===== src/rtl/mux_arb_pkg.sv =====
// Shared types for the 4-way round-robin output arbiter.
package mux_arb_pkg;

  localparam int N_REQ = 4;

  typedef logic [1:0] req_idx_t;

  typedef enum logic {
    EMPTY = 1'b0,
    FULL  = 1'b1
  } arb_state_t;

  function automatic logic [N_REQ-1:0] idx_onehot(input req_idx_t idx);
    logic [N_REQ-1:0] v;
    v = '0;
    v[idx] = 1'b1;
    return v;
  endfunction

endpackage


===== src/rtl/mux_4x_nbit.sv =====
// Plain 4:1 data select of BUS_WIDTH-bit buses.
module mux_4x_nbit
  import mux_arb_pkg::*;
#(
  parameter int BUS_WIDTH = 8
) (
  input  logic [BUS_WIDTH-1:0] a,
  input  logic [BUS_WIDTH-1:0] b,
  input  logic [BUS_WIDTH-1:0] c,
  input  logic [BUS_WIDTH-1:0] d,
  input  req_idx_t             sel,
  output logic [BUS_WIDTH-1:0] y
);

  always_comb begin
    y = a;
    case (sel)
      2'd0: y = a;
      2'd1: y = b;
      2'd2: y = c;
      2'd3: y = d;
      default: y = a;
    endcase
  end

endmodule


===== src/rtl/rr_pick4.sv =====
// Combinational round-robin pick: first eligible requester after last, wrapping back to last.
module rr_pick4
  import mux_arb_pkg::*;
(
  input  logic [N_REQ-1:0] req,
  input  logic [N_REQ-1:0] mask,
  input  req_idx_t         last,
  output logic             any,
  output req_idx_t         winner
);

  logic [N_REQ-1:0] elig;
  req_idx_t         idx;

  assign elig = req & mask;

  always_comb begin
    any    = 1'b0;
    winner = last;
    idx    = last;
    for (int k = 1; k <= N_REQ; k++) begin
      idx = last + req_idx_t'(k);
      if (!any && elig[idx]) begin
        any    = 1'b1;
        winner = idx;
      end
    end
  end

endmodule


===== src/rtl/mux_4x_rr_arbiter.sv =====
// Round-robin arbiter sharing one registered valid/ready channel among 4 requesters.
// Optional grant locking is built when ARB_LOCK_EN is defined.
//   state | meaning
//   EMPTY | output register holds no unconsumed word
//   FULL  | y holds a word waiting for y_ready
module mux_4x_rr_arbiter
  import mux_arb_pkg::*;
#(
  parameter int BUS_WIDTH = 8
) (
  input  logic                 clk,
  input  logic                 reset,
  input  logic [N_REQ-1:0]     req,
  input  logic [BUS_WIDTH-1:0] a,
  input  logic [BUS_WIDTH-1:0] b,
  input  logic [BUS_WIDTH-1:0] c,
  input  logic [BUS_WIDTH-1:0] d,
  output logic [N_REQ-1:0]     req_ack,
  output logic [BUS_WIDTH-1:0] y,
  output logic                 y_valid,
  input  logic                 y_ready,
  output req_idx_t             sel
`ifdef ARB_LOCK_EN
  ,
  input  logic [N_REQ-1:0]     lock
`endif
);

  arb_state_t           state, state_next;
  req_idx_t             last, winner;
  logic                 any_elig, accept;
  logic [N_REQ-1:0]     mask;
  logic [BUS_WIDTH-1:0] mux_y;

`ifdef ARB_LOCK_EN
  logic     lock_active;
  req_idx_t lock_owner;
  logic     lock_hold;

  assign lock_hold = lock_active & lock[lock_owner];
  assign mask      = lock_hold ? idx_onehot(lock_owner) : '1;

  // Dropping lock[owner] releases immediately; RR resumes from last.
  always_ff @(posedge clk or posedge reset) begin
    if (reset) begin
      lock_active <= 1'b0;
      lock_owner  <= '0;
    end else if (accept && lock[winner]) begin
      lock_active <= 1'b1;
      lock_owner  <= winner;
    end else if (!lock_hold) begin
      lock_active <= 1'b0;
    end
  end
`else
  assign mask = '1;
`endif

  rr_pick4 u_pick (
    .req    (req),
    .mask   (mask),
    .last   (last),
    .any    (any_elig),
    .winner (winner)
  );

  mux_4x_nbit #(.BUS_WIDTH(BUS_WIDTH)) u_mux (
    .a   (a),
    .b   (b),
    .c   (c),
    .d   (d),
    .sel (winner),
    .y   (mux_y)
  );

  assign y_valid = (state == FULL);
  assign accept  = any_elig & ((state == EMPTY) | y_ready);

  always_ff @(posedge clk or posedge reset) begin
    if (reset) state <= EMPTY;
    else       state <= state_next;
  end

  always_comb begin
    state_next = state;
    case (state)
      EMPTY: if (accept) state_next = FULL;
      FULL:  if (!accept && y_ready) state_next = EMPTY;
      default: state_next = EMPTY;
    endcase
  end

  always_ff @(posedge clk or posedge reset) begin
    if (reset) begin
      y       <= '0;
      sel     <= '0;
      last    <= 2'd3;
      req_ack <= '0;
    end else begin
      req_ack <= '0;
      if (accept) begin
        y       <= mux_y;
        sel     <= winner;
        last    <= winner;
        req_ack <= idx_onehot(winner);
      end
    end
  end

endmodule


===== config.mk =====
export PLATFORM = sky130hd
export DESIGN_NAME = mux_4x_rr_arbiter
export DESIGN_NICKNAME = d
export VERILOG_FILES = /design/src/rtl/mux_arb_pkg.sv /design/src/rtl/mux_4x_nbit.sv /design/src/rtl/rr_pick4.sv /design/src/rtl/mux_4x_rr_arbiter.sv
export SDC_FILE = /design/constraint.sdc
export NUM_CORES = 1
export LEC_CHECK = 0
export CORE_MARGIN = 4
export CORE_UTILIZATION = 40
export DETAILED_ROUTE_END_ITERATION = 7
export GPL_ROUTABILITY_DRIVEN = 0
export PLACE_DENSITY = 0.93
export SYNTH_ARGS = -nofsm -noshare
export SYNTH_HDL_FRONTEND = slang
export SYNTH_SLANG_ARGS = --single-unit

===== constraint.sdc =====
create_clock -name clk -period 4.95 [get_ports clk]
set_input_delay 0.7425 -clock clk [delete_from_list [all_inputs] [get_ports clk]]
set_output_delay 0.7425 -clock clk [all_outputs]
set_load 0.02 [all_outputs]

==> results.sh, run 1 <==
export IMPL_initial_core_util=0.420
export IMPL_fp_dieH_um=56.0
export IMPL_cp_start_kind="input port"
export IMPL_cts_tree="yes"
export IMPL_viasPerCell=5.20
export IMPL_syn_inst=84
export IMPL_clkLatencyLatePin_ns=0.29
export IMPL_cts_root_buf="clkbuf_4"
export IMPL_grt_max_degree=18
export IMPL_avgSynthCellArea_um2=10.9
export IMPL_design_area_um2=1490
export IMPL_yosysSeqAreaShare=0.465
export IMPL_cts_resized=0
export IMPL_first_pass_iters=4
export IMPL_status="completed"
export IMPL_required_ns=5.09
export IMPL_ioPinCount=54
export IMPL_vias=863
export IMPL_tns_ns=0
export IMPL_wire_per_inst_um=15.6
export IMPL_grt_usage=0.169
export IMPL_antenna_cells=0
export IMPL_fp_dieW_um=56.0
export IMPL_synthDistinctLibCells=22
export IMPL_clkTransAtPathRegs_ns=0.09
export IMPL_ir_drop_uv=251
export IMPL_synth_area_um2=920
export IMPL_cpMaxStageDelayCell="clkdlybuf4s50_1"
export IMPL_relSlewSlack=0.546
export IMPL_finalHoldViolCount=0
export IMPL_cts_htree_levels=1
export IMPL_clock_sinks=17
export IMPL_num_rows=17
export IMPL_ys_ff_latch=17
export IMPL_cp_cell_sequence="clkdlybuf4s50_1 -> a22oi_1 -> o21ai_2 -> buf_4 -> mux2i_1 -> o221ai_1"
export IMPL_grt_pass1_wl_um=4240
export IMPL_clock_skew_ns=0.00693
export IMPL_seq_area_um2=428
export IMPL_p_leak_nw=0.648
export IMPL_path_max_fanout=12
export IMPL_crit_path_end_kind="flop"
export IMPL_rsz0062_at_grt="no"
export IMPL_dieArea_um2=3130
export IMPL_nets=178
export IMPL_synthTopCellsByArea="dfrtp_1 (41%), mux2i_1 (19%), o221ai_1 (7.6%), dfstp_2 (5.7%), nand2_1 (5.3%)"
export IMPL_multi_input_comb_area_um2=435
export IMPL_slew_violations=0
export IMPL_drc_errors=0
export IMPL_synth_top_area_cell="dfrtp_1"
export IMPL_stdcell_count=166
export IMPL_core_area_um2=2190
export IMPL_drt_initial_drc_count=25
export IMPL_setup_violations=0
export IMPL_post_cts_repair_setup_buffers=0
export IMPL_placed_cells=162
export IMPL_hold_buffers=0
export IMPL_power_mw=0.690
export IMPL_fill_cells=167
export IMPL_syn_num_nets=123
export IMPL_cp_num_buf_inv=2
export IMPL_wl_um=2580
export IMPL_clk_path_buf_depth=2
export IMPL_area_delta_synth_final_pct=61.9
export IMPL_portBuffers=53
export IMPL_tightest_slew_ns=0.681
export IMPL_wirelength_met1_um=1020
export IMPL_cp_arrival_ns=2.76
export IMPL_antenna_found_initial=0
export IMPL_netlist_area_leader_share=0.408
export IMPL_hold_path_class="flop to flop"
export IMPL_power_density_nw_per_um2=464
export IMPL_dpl_cell_area_um2=1460
export IMPL_cpLargestDelayFamily="buffers and inverters"
export IMPL_critical_path_class="input port to flop"
export IMPL_rrSetupSlack_ns=2.81
export IMPL_wl_met2_um=1310
export IMPL_layout_drive_gt1_share=0.0942
export IMPL_top_layer_used="met4"
export IMPL_min_period_ns=2.62
export IMPL_period_share=0.529
export IMPL_grt_pass1_vias=983
export IMPL_synth_warnings=0
export IMPL_grt_overflow=0
export IMPL_critPathMaxStageDelay_ns=0.61
export IMPL_post_dp_hpwl_um=2060
export IMPL_dr_wl_met3_um=186
export IMPL_ant_nets=0
export IMPL_max_freq_ghz=0.382
export IMPL_cap_violations=0
export IMPL_cts_buffers=3
cells in the final DEF, fill, tap and decap left out, types with 3 or more instances in the layout:
| master | instances |
|---|---|
| dfrtp_1 | 15 |
| mux2i_1 | 17 |
| inv_1 | 5 |
| clkbuf_4 | 3 |
| nand2_1 | 13 |
| o221ai_1 | 8 |
| clkdlybuf4s50_1 | 53 |
report_power, final:
group | internal (mW) | switching [mW]
clock | 0.0313 | 0.0405
sequential | 0.200 | 0.0392
combinational | 0.193 | 0.187
total | 0.424 | 0.266
per-layer routing:
metal | vias up | GRT usage
li1 | 415 | -
met1 | 395 | 0.171
met2 | 45 | 0.311
met3 | 8 | 0.0464
met4 | 0 | 0.0949
met5 | - | 0
worst reg2reg max path: stages (launching register included):
cell	delay, ns
dfstp_2	0.60
a22oi_1	0.12
o21ai_2	0.56
buf_4	0.33
mux2i_1	0.24
o221ai_1	0.15
state kept, by name, summed over array words and instances (netlist names):
register,flops
sel,2
y,8
y_valid,1
req_ack,4
last,2
through the flow:
step	hold slack (ns)	worst slack [ns]	util
6_report	0.503	2.33	0.680
5_1_grt	0.523	2.19	0.680
4_1_cts	0.505	2.37	0.680
3_5_place_dp	0.470	2.04	0.668
3_3_place_gp	0.473	2.23	0.668
2_1_floorplan	0.479	3.15	-
cells in the mapped netlist (all sizes together):
library cell and n:
a22oi 1, nor2 2, mux2i 17, nand2 13, dfrtp 15, a221oi 1
buf 5, o221ai 8, mux2 2, or2 1, nand2b 2, nor2b 2
inv 5, nor4 1, o22ai 1, a21oi 1, nor3b 1, o21ai 3
o41ai 1, dfstp 2
cell type report:
type                       count  share of cell area
timing repair buffer          55               0.366
tap                           28              0.0235
clock buffer                   4              0.0176
multi-input combinational     57               0.292
sequential                    17               0.287
inverter                       5              0.0126
cells by family after synthesis:
logic type      after synthesis  synth area share
buf+inv                      10            0.0612
mux                          19             0.210
flops                        17             0.465
compound gates               16             0.148
simple gates                 22             0.116
final timing paths:
| check | from | end | cells after the start |
|---|---|---|---|
| min in group asynchronous | reset | sel[1]$_DFFE_PP0P_ | 2 |
| max in group asynchronous | reset | y[0]$_DFFE_PP0P_ | 2 |
| worst min-delay path | y[6]$_DFFE_PP0P_ | y[6]$_DFFE_PP0P_ | 2 |
| worst max register to register | last[0]$_DFFE_PP1P_ | y[3]$_DFFE_PP0P_ | 5 |
| worst max-delay path | req[1] | y[3]$_DFFE_PP0P_ | 6 |
| worst min register to register | y[6]$_DFFE_PP0P_ | y[6]$_DFFE_PP0P_ | 2 |
(Power assumes the default switching activity.)
==> run 2, diff against run 1 <==
--- a/config.mk
+++ b/config.mk
@@ -6,10 +6,10 @@
 export NUM_CORES = 1
 export LEC_CHECK = 0
 export CORE_MARGIN = 4
-export CORE_UTILIZATION = 40
+export CORE_UTILIZATION = 33
 export DETAILED_ROUTE_END_ITERATION = 7
 export GPL_ROUTABILITY_DRIVEN = 0
-export PLACE_DENSITY = 0.93
+export PLACE_DENSITY = 0.84
 export SYNTH_ARGS = -nofsm -noshare
 export SYNTH_HDL_FRONTEND = slang
 export SYNTH_SLANG_ARGS = --single-unit
==> constraint.sdc (replaced) <==
create_clock -name clk -period 2.4 [get_ports clk]
set_input_delay 0.36 -clock clk [delete_from_list [all_inputs] [get_ports clk]]
set_output_delay 0.36 -clock clk [all_outputs]
set_load 0.02 [all_outputs]
==> run 2 against run 1 <==
Hold slack lost 0.048 ns. Register-to-register slack lost 2.2 ns. Worst setup slack got worse by 1.9 ns. First-iteration DRC count rose by 40%. Cell count rose by 1.2%. Power up 110%. Non-clock buffer count unchanged. Clock power increased by 100%. Clock-buffer cell count is the same. Design area rose by 1.0%. Sequential share of layout area is 0.29 points lower. Highest routed layer unchanged.
==> results.sh, run 2 (synthesis gave the netlist of run 1 again) <==
export IMPL_max_freq_ghz=0.502
export IMPL_worst_hold_slack_ns=0.455
export IMPL_clkTransAtPathRegs_ns=0.09
export IMPL_viasPerCell=5.06
export IMPL_area_delta_synth_final_pct=63.5
export IMPL_nets=178
export IMPL_min_period_ns=1.99
export IMPL_grt_max_degree=23
export IMPL_initial_core_util=0.358
export IMPL_post_dp_hpwl_um=2100
export IMPL_status="completed"
export IMPL_wl_um=2640
export IMPL_rsz0062_at_grt="no"
export IMPL_hold_path_class="input port to async pin"
export IMPL_cp_start_kind="input port"
export IMPL_power_mw=1.45
export IMPL_largest_register_ffs=8
export IMPL_reg2reg_depth=6
export IMPL_grt_overflow=0
export IMPL_finalHoldViolCount=0
export IMPL_cp_arrival_ns=2.12
export IMPL_required_ns=2.53
export IMPL_r2r_end="y[7]$_DFFE_PP0P_"
export IMPL_power_density_nw_per_um2=962
export IMPL_final_common_cell="clkdlybuf4s50_1"
export IMPL_antenna_found_initial=0
export IMPL_vias=850
export IMPL_cap_violations=0
export IMPL_r2r_start="last[1]$_DFFE_PP1P_"
export IMPL_largest_register="y"
export IMPL_fp_dieW_um=60.8
export IMPL_dieArea_um2=3700
export IMPL_num_rows=18
export IMPL_tightest_slew_ns=0.620
export IMPL_post_cts_repair_setup_buffers=0
export IMPL_fp_dieH_um=60.8
export IMPL_antenna_cells=0
export IMPL_p_leak_nw=0.653
export IMPL_cts_buffers=3
export IMPL_drc_errors=0
export IMPL_cts_tree="yes"
export IMPL_crit_path_end_kind="flop"
export IMPL_period_share=0.830
export IMPL_clkLatencyLatePin_ns=0.28
export IMPL_clock_skew_ns=0.00396
export IMPL_clock_sinks=17
export IMPL_ir_drop_uv=639
export IMPL_path_max_fanout=12
export IMPL_ant_nets=0
export IMPL_grt_pass1_vias=944
export IMPL_worst_slack_ns=0.408
export IMPL_portBuffers=53
export IMPL_grt_usage=0.154
export IMPL_drt_initial_drc_count=35
export IMPL_relSlewSlack=0.586
export IMPL_final_cell_mix="clkdlybuf4s50_1 (53), mux2i_1 (17), dfrtp_1 (15)"
export IMPL_cts_resized=0
export IMPL_cts_htree_levels=1
export IMPL_core_area_um2=2570
export IMPL_tns_ns=0
export IMPL_layout_drive_gt1_share=0.0942
export IMPL_stdcell_count=168
export IMPL_ioPinCount=54
export IMPL_placed_cells=164
export IMPL_first_pass_iters=4
export IMPL_clk_path_buf_depth=2
export IMPL_slew_violations=0
export IMPL_critical_path_class="input port to flop"
export IMPL_setup_violations=0
export IMPL_rrSetupSlack_ns=0.63
export IMPL_cts_root_buf="clkbuf_4"
export IMPL_reg_top3="y: 8 flops, req_ack: 4 flops"
export IMPL_hold_buffers=0
export IMPL_grt_pass1_wl_um=4170
export IMPL_post_place_ws_ns=0.136
export IMPL_wire_per_inst_um=15.7
[run 2: cell counts in the layout (fill, tap and decap cells not counted)]
No cell type changed its count.
[run 2: cell type report]
| cell class | count | area, µm² |
|---|---|---|
| inverter | 5 | 18.8 |
| clock buffer | 4 | 26.3 |
| fill | 241 | 1060 |
| timing repair buffer | 55 | 558 |
| multi-input combinational | 57 | 435 |
| sequential | 17 | 428 |
| tap | 30 | 37.5 |
[run 2: layer usage]
| metal | share of wire | GRT usage |
|---|---|---|
| met2 | 0.53 | 0.276 |
| met1 | 0.39 | 0.175 |
| met4 | 0.013 | 0.0557 |
| met3 | 0.070 | 0.0383 |
| met5 | 0 | 0 |
[run 2: worst max path at each step]
| stage | from | endpoint | slack, ns | depth (start not counted) |
|---|---|---|---|---|
| after floorplan | last[1]$_DFFE_PP1P_ | y[0]$_DFFE_PP0P_ | 0.80 | 6 |
| after global placement | req[0] | y[2]$_DFFE_PP0P_ | 0.29 | 6 |
| after detailed placement | req[3] | y[7]$_DFFE_PP0P_ | 0.14 | 4 |
| after CTS | req[3] | y[7]$_DFFE_PP0P_ | 0.43 | 4 |
| after global routing | req[3] | y[6]$_DFFE_PP0P_ | 0.31 | 4 |
| final | req[3] | y[7]$_DFFE_PP0P_ | 0.41 | 4 |
[run 2: worst max-delay path, cell delays in order]
cell             delay [ns]
clkdlybuf4s50_1        0.53
o41ai_2                0.56
nand2b_1               0.47
o221ai_1               0.21
[run 2: report_power, final]
part	leakage [nW]	internal [mW]	total [mW]	switching [mW]
Sequential	0.206	0.412	0.492	0.0805
Clock	0.0150	0.0644	0.146	0.0816
Combinational	0.432	0.416	0.808	0.391
[run 2: metrics by stage]
stage | area, µm² | util
floorplan | 920 | -
global placement | 1480 | 0.576
detailed placement | 1480 | 0.576
CTS | 1500 | 0.586
global route | 1500 | 0.586
finish | 1500 | 0.586
